--- config.mk ---
export PLATFORM = sky130hd
export DESIGN_NAME = tpc_refill_ctrl
export DESIGN_NICKNAME = d
export VERILOG_FILES = /design/src/rtl/tpc_refill_ctrl.sv
export SDC_FILE = /design/constraint.sdc
export NUM_CORES = 1
export LEC_CHECK = 0
export CORE_MARGIN = 1.5
export CORE_UTILIZATION = 46
export CTS_CLUSTER_DIAMETER = 200
export DETAILED_ROUTE_END_ITERATION = 6
export GPL_ROUTABILITY_DRIVEN = 0
export MAX_ROUTING_LAYER = met4
export PLACE_DENSITY = 0.86
export SETUP_SLACK_MARGIN = 0.02
export SLEW_MARGIN = 20
export SYNTH_ARGS = -nofsm -noshare
export SYNTH_HDL_FRONTEND = slang
export SYNTH_SLANG_ARGS = --single-unit
export TNS_END_PERCENT = 30
--- constraint.sdc ---
create_clock -name clk_i -period 6.6 [get_ports clk_i]
set_input_delay 1.32 -clock clk_i [delete_from_list [all_inputs] [get_ports clk_i]]
set_output_delay 1.32 -clock clk_i [all_outputs]
set_load 0.005 [all_outputs]
--- src/rtl/tpc_refill_ctrl.sv ---
// Refill sequencer for the MMU translation-path cache register file.
// Picks a victim entry, writes side 0, side 1 and the partial bit, and owns the flush line.
module tpc_refill_ctrl #(
  parameter int N_ENTRIES    = 4,
  parameter int VPN_PART_LEN = 9,
  parameter int PPN_LEN      = 44
) (
  input  logic                    clk_i,
  input  logic                    rst_i,
  input  logic                    req_valid_i,
  output logic                    req_ready_o,
  input  logic [VPN_PART_LEN-1:0] req_tag0_i,
  input  logic [VPN_PART_LEN-1:0] req_tag1_i,
  input  logic [PPN_LEN-1:0]      req_ppn0_i,
  input  logic [PPN_LEN-1:0]      req_ppn1_i,
  input  logic                    req_partial_i,
  input  logic                    flush_i,
  output logic                    done_o,
  output logic                    abort_o,
  input  logic [N_ENTRIES-1:0]    valid_vec_i,
  output logic                    rf_wr_en_o,
  output logic                    rf_wr_part_en_o,
  output logic [VPN_PART_LEN-1:0] rf_tag_o,
  output logic [PPN_LEN-1:0]      rf_data_o,
  output logic                    rf_partial_o,
  output logic                    rf_flush_o,
  output logic [N_ENTRIES-1:0]    rf_waddr_o,
  output logic                    rf_which_side_o
);

  localparam int IDX_W = (N_ENTRIES > 1) ? $clog2(N_ENTRIES) : 1;

  localparam logic [2:0] ST_IDLE = 3'd0;
  localparam logic [2:0] ST_WR0  = 3'd1;
  localparam logic [2:0] ST_WR1  = 3'd2;
  localparam logic [2:0] ST_WRP  = 3'd3;
  localparam logic [2:0] ST_DONE = 3'd4;

  // Lowest-index invalid entry as a one-hot; all zeros when the cache is full.
  function automatic logic [N_ENTRIES-1:0] first_free(input logic [N_ENTRIES-1:0] vv);
    logic [N_ENTRIES-1:0] oh;
    oh = '0;
    for (int i = N_ENTRIES - 1; i >= 0; i--) begin
      if (!vv[i]) begin
        oh    = '0;
        oh[i] = 1'b1;
      end else begin
        oh = oh;
      end
    end
    return oh;
  endfunction

  logic [2:0]              state_r, state_nxt_s;
  logic [IDX_W-1:0]        rr_ptr_r;
  logic                    use_rr_r;
  logic                    abort_r;
  logic [N_ENTRIES-1:0]    victim_r;
  logic [VPN_PART_LEN-1:0] tag0_r, tag1_r;
  logic [PPN_LEN-1:0]      ppn0_r, ppn1_r;
  logic                    partial_r;

  logic                    ready_s, accept_s;
  logic [N_ENTRIES-1:0]    free_oh_s;
  logic                    full_s;
  logic                    wr_en_s, wr_part_en_s, side_s, partial_s;
  logic [VPN_PART_LEN-1:0] tag_s;
  logic [PPN_LEN-1:0]      data_s;
  logic [N_ENTRIES-1:0]    waddr_s;

  assign ready_s   = (state_r == ST_IDLE) & ~flush_i;
  assign accept_s  = req_valid_i & ready_s;
  assign free_oh_s = first_free(valid_vec_i);
  assign full_s    = &valid_vec_i;

  // Next-state logic; flush overrides every transition.
  always_comb begin
    state_nxt_s = state_r;
    if (flush_i) begin
      state_nxt_s = ST_IDLE;
    end else begin
      case (state_r)
        ST_IDLE: state_nxt_s = accept_s ? ST_WR0 : ST_IDLE;
        ST_WR0:  state_nxt_s = partial_r ? ST_WRP : ST_WR1;
        ST_WR1:  state_nxt_s = ST_WRP;
        ST_WRP:  state_nxt_s = ST_DONE;
        ST_DONE: state_nxt_s = ST_IDLE;
        default: state_nxt_s = ST_IDLE;
      endcase
    end
  end

  // Regfile port decode; write enables are killed in a flush cycle.
  always_comb begin
    wr_en_s      = 1'b0;
    wr_part_en_s = 1'b0;
    side_s       = 1'b0;
    partial_s    = 1'b0;
    tag_s        = '0;
    data_s       = '0;
    waddr_s      = '0;
    case (state_r)
      ST_WR0: begin
        wr_en_s = ~flush_i;
        tag_s   = tag0_r;
        data_s  = ppn0_r;
        waddr_s = victim_r;
      end
      ST_WR1: begin
        wr_en_s = ~flush_i;
        side_s  = 1'b1;
        tag_s   = tag1_r;
        data_s  = ppn1_r;
        waddr_s = victim_r;
      end
      ST_WRP: begin
        wr_part_en_s = ~flush_i;
        partial_s    = partial_r;
        waddr_s      = victim_r;
      end
      default: begin
        wr_en_s = 1'b0;
      end
    endcase
  end

  // State, request latch, victim and round-robin pointer.
  always_ff @(posedge clk_i or posedge rst_i) begin
    if (rst_i) begin
      state_r   <= ST_IDLE;
      rr_ptr_r  <= '0;
      use_rr_r  <= 1'b0;
      abort_r   <= 1'b0;
      victim_r  <= '0;
      tag0_r    <= '0;
      tag1_r    <= '0;
      ppn0_r    <= '0;
      ppn1_r    <= '0;
      partial_r <= 1'b0;
    end else begin
      state_r <= state_nxt_s;
      abort_r <= flush_i & (state_r != ST_IDLE);
      if (flush_i) begin
        rr_ptr_r <= '0;
      end else if ((state_r == ST_DONE) && use_rr_r) begin
        rr_ptr_r <= (rr_ptr_r == IDX_W'(N_ENTRIES - 1)) ? '0 : rr_ptr_r + IDX_W'(1);
      end else begin
        rr_ptr_r <= rr_ptr_r;
      end
      if (accept_s) begin
        tag0_r    <= req_tag0_i;
        tag1_r    <= req_tag1_i;
        ppn0_r    <= req_ppn0_i;
        ppn1_r    <= req_ppn1_i;
        partial_r <= req_partial_i;
        use_rr_r  <= full_s;
        victim_r  <= full_s ? (N_ENTRIES'(1) << rr_ptr_r) : free_oh_s;
      end else begin
        use_rr_r <= use_rr_r;
      end
    end
  end

  // Handshake and pass-through lines are held low while reset is asserted.
  assign req_ready_o     = ready_s & ~rst_i;
  assign rf_flush_o      = flush_i & ~rst_i;
  assign done_o          = (state_r == ST_DONE) & ~flush_i;
  assign abort_o         = abort_r;
  assign rf_wr_en_o      = wr_en_s;
  assign rf_wr_part_en_o = wr_part_en_s;
  assign rf_tag_o        = tag_s;
  assign rf_data_o       = data_s;
  assign rf_partial_o    = partial_s;
  assign rf_waddr_o      = waddr_s;
  assign rf_which_side_o = side_s;

endmodule

Word-level counts from Yosys, hierarchy flattened

Index checks and enable logic that the tools add are counted.

Add/sub/neg operators: 1
Multiply operators: 0
Div/mod/pow operators: 0
Magnitude comparators: 0
Eq/ne operators: 5
Shift operators: 1
Muxes and demuxes: 19
Bitwise gates (word level): 8
Reductions and logical operators: 7

Operators by type and width:

| cell                                                | number |
|---|---|
| one-hot mux 44 bit (2 select lines)                 | 1 |
| 2-to-1 mux 4 bit                                    | 6 |
| one-hot mux 9 bit (2 select lines)                  | 1 |
| one-hot mux 3 bit (4 select lines)                  | 1 |
| bitwise AND 1 bit                                   | 6 |
| equality test 3 x 2 -> 1 bit, second input constant | 2 |
| 2-to-1 mux 1 bit                                    | 6 |
| 2-to-1 mux 2 bit                                    | 3 |
| AND reduction 4 bit                                 | 1 |
| << shifter 1 x 2 -> 4 bit, first input constant     | 1 |
| equality test 3 x 1 -> 1 bit, second input constant | 1 |
| equality test 3 bit, second input constant          | 1 |
| logical NOT 3 bit                                   | 1 |
| 2-to-1 mux 3 bit                                    | 1 |
| nonzero test 3 bit                                  | 1 |
| OR reduction 3 bit                                  | 1 |
| adder 2 x 1 -> 2 bit, second input constant         | 1 |
| equality test 2 bit, second input constant          | 1 |
| inverter 1 bit                                      | 2 |
| nonzero test 2 bit                                  | 1 |
| OR reduction 2 bit                                  | 1 |
| logical AND 1 bit                                   | 1 |

Bits in registers: 118
Latch bits: 0
Bits in writable memories: 0
Bits in read-only memories: 0
Bits of input ports: 115
Output and inout bits: 65
Word-level logic and storage cells: 51
Memories: 0

Longest topological paths before layout

Word-level depth: 6
Gate-level depth with buffers: 6

Least setup slack after synthesis

No wires, ideal clock.

Path kind: input-to-output
From: input port rst_i
To: output port req_ready_o
Data arrival time: 4.133 ns
Data required time: 5.280 ns
Setup slack: 1.147 ns
Cell stages on the path: 2
Path buffers: 0
Path through: inv_1 and2_1

Word-level cells in the longest chain between the ends: 2

RTL lines:

| item              | line | RTL |
|---|---|---|
| from (decl)       | 9    | `input logic rst_i,` |
| inverter 1 bit    | 165  | `assign req_ready_o = ready_s & ~rst_i;` |
| bitwise AND 1 bit | 165  |  |
| to (decl)         | 11   | `output logic req_ready_o,` |

Every way passes these cells.

Worst setup path after layout

From: input port flush_i
To: output port req_ready_o

Word-level cells in the longest chain between the ends: 3

RTL lines:

| item              | line | RTL |
|---|---|---|
| from (decl)       | 17   | `input logic flush_i,` |
| inverter 1 bit    | 71   | `assign ready_s = (state_r == ST_IDLE) & ~flush_i;` |
| bitwise AND 1 bit | 71   |  |
| bitwise AND 1 bit | 165  |  |

Every way passes these cells.

==> run metrics <==
status finished with violations; failing checks design-rule violations; critical-path cell list clkdlybuf4s50_1 > nor4_4 > and2_1 > clkdlybuf4s50_1; Worst EP arrival 3.07 ns; filler instances 792; Boundary Pins 180; Clock Latency Late Sink 0.42 ns; fraction of layout cells with a size suffix above 1 0.282; DR vias/cell 5.26; met1 wire length 5520 um; Setup crit end kind output port; final instance area 8060 um2; Worst Clk Skew 0.0184 ns; met2 wire length 6730 um; die area 12600 um2; YS warnings 0; first-pass GRT wire length 21400 um; most frequent cells in the layout clkdlybuf4s50_1 (179), dfrtp_1 (118), mux2_4 (89); RSZ-0062 raised after global routing no; max incr delay on CP 0.65 ns; Tcrit/Tclk final 0.665; Rel. slew slack 0.444; Die X 112 um; Post-Syn Area 5510 um2; synthesized net count 478; Reg-to-Reg Start state_r[2]$_DFF_PP0_; initial drt markers 171; post-CTS setup buffer count 0; Top Metal Used met4; setup TNS 0 ns; cell accounting for the most synthesized area dfrtp_1; fmax 0.228 GHz; cell repeated most along the worst path clkdlybuf4s50_1; total power per unit cell area 354 nW/um2; PortBufs 179; deepest level of the CTS H-tree 4; cts bufs inserted 17; syn_area_per_cell 15.4 um2; Post-Layout Cell Count 692; Worst Setup SP flush_i; WS Path Type in2out; commonest non-fill, non-tap cell in the layout clkdlybuf4s50_1; Reg clk slew, reported paths 0.05 ns; min cycle time layout 4.39 ns; worst min path class reg2reg; grt ovf 0; drt pass-1 iters 7; fin nets 655; drt wl/cell 18.9 um; CTS tree done; largest net degree at the start of global routing 66; # rows 39; Die H 112 um; Seq/Total Area, Yosys 0.536; IR drop worst, VDD 0.000319 V; Yosys cell types 29; Core Region 11600 um2; PostCTS Resize Cnt 0; DRC Markers 15; Final setup viols 0; Hold Vio Cnt, Final 0; Crit-path slowest cell clkdlybuf4s50_1; clock root cell clkbuf_16; wirelength, routed 13100 um; initial antenna violation count 0; CTS sink count 118; placed instance area 7370 um2; # hold bufs at CTS 0; post-synthesis cell count 359; vias in the first global route 4106; WP data required 5.28 ns; max-slew violation count 0; max-cap violation count 0; via count 3641; Least-Margin Pin Slew 0.834 ns; WHS 0.503 ns; Ant. Diodes 0; P&R area growth vs syn 46.1%; CP Launch Type primary input; post-DP HPWL 8660 um; register bit total from synthesis 118; Max Root-Sink Buffers 2; Buf/Inv on CP 2; ranking of synthesized cells by area dfrtp_1 (54%), mux2_4 (24%), a22o_1 (8.4%); WL met3 703 um; Initial Util 0.477; hold path start ppn1_r[6]$_DFFE_PP0N_; top-area cell type share of the netlist area 0.536; cell count after placement 660; GRT Total Usage 0.225; leakage 3.66 nW; Final ANT Viol Nets 0; CP max FO 11; crit-path leading delay family buffers and inverters
[final cells by class]
type,instances,area [um2],area share
Clock buffer,20,467,0.0579
Clock inverter,12,221,0.0275
Inverter,4,17.5,0.00217
Multi-Input combinational cell,209,2370,0.295
Sequential cell,118,2950,0.367
Tap cell,143,179,0.0222
Timing Repair Buffer,186,1840,0.229
[power breakdown]
group | leakage, nW | switching (W) | internal (W)
clock | 0.329 | 0.000324 | 0.000738
combinational | 1.94 | 0.000221 | 0.000510
sequential | 1.40 | 0.000126 | 0.000935
[stage by stage]
step                      setup slack, ns  total power (W)   util
after floorplan                      1.15          0.00149      -
after global placement               2.22          0.00177  0.637
after detailed placement             2.22          0.00179  0.637
after CTS                            2.20          0.00288  0.697
after global routing                 2.09          0.00298  0.697
final                                2.21          0.00285  0.697
[kinds of logic after synthesis]
logic type	share of synthesized area
simple gates	0.0349
fa+ha+maj	0.00908
flops	0.536
compound gates	0.0946
buf+inv	0.0368
mux	0.289
[final timing paths]
kind,endpoint,slack [ns],depth (start not counted)
worst max-delay path,req_ready_o,2.21,4
worst min-delay path,ppn1_r[6]$_DFFE_PP0N_,0.50,1
worst max register to register,tag1_r[5]$_DFFE_PP0N_,4.16,4
worst min register to register,ppn1_r[6]$_DFFE_PP0N_,0.50,1
max in group asynchronous,partial_r$_DFFE_PP0N_,3.94,3
min in group asynchronous,use_rr_r$_DFFE_PP0N_,1.39,2
[synth_stat cells]
| cell | number |
|---|---|
| nor3b_1 | 4 |
| nor4_4 | 1 |
| o21bai_1 | 1 |
| mux2_4 | 89 |
| ha_1 | 4 |
| a22o_1 | 53 |
| and2_1 | 5 |
| nor2_1 | 6 |
| nand3b_1 | 1 |
| clkbuf_1 | 7 |
| mux2_2 | 21 |
| nor3_1 | 3 |
| nor2b_1 | 2 |
| a21oi_1 | 2 |
| mux2i_1 | 2 |
| buf_6 | 10 |
| dfrtp_1 | 118 |
| inv_1 | 4 |
| nand2_1 | 6 |
| a21boi_0 | 1 |
| a211oi_1 | 1 |
| nand3_1 | 1 |
| and4bb_2 | 1 |
| o31a_1 | 1 |
| o31ai_1 | 1 |
| a41oi_1 | 1 |
| buf_2 | 6 |
| buf_1 | 5 |
| nand4_1 | 2 |
[registers in the layout, summed over array words and instances, names as in the netlist]
name	flops
victim_r	4
abort_o	1
ppn1_r	44
ppn0_r	44
state_r	3
tag0_r	9
rr_ptr_r	2
tag1_r	9
partial_r	1
use_rr_r	1
[layer usage]
layer  track usage  vias to the layer above
li1              -                     1674
met1         0.268                     1838
met2         0.372                      119
met3        0.0729                       10
met4        0.0591                        0
met5             -                        -
[worst register-to-register path: stages (launching register included)]
cell     delay [ns]
dfrtp_1        0.60
nor4_4         0.09
nand2_4        0.41
buf_4          0.75
mux2_2         0.47
No activity file was read; power rests on OpenSTA's default activity.
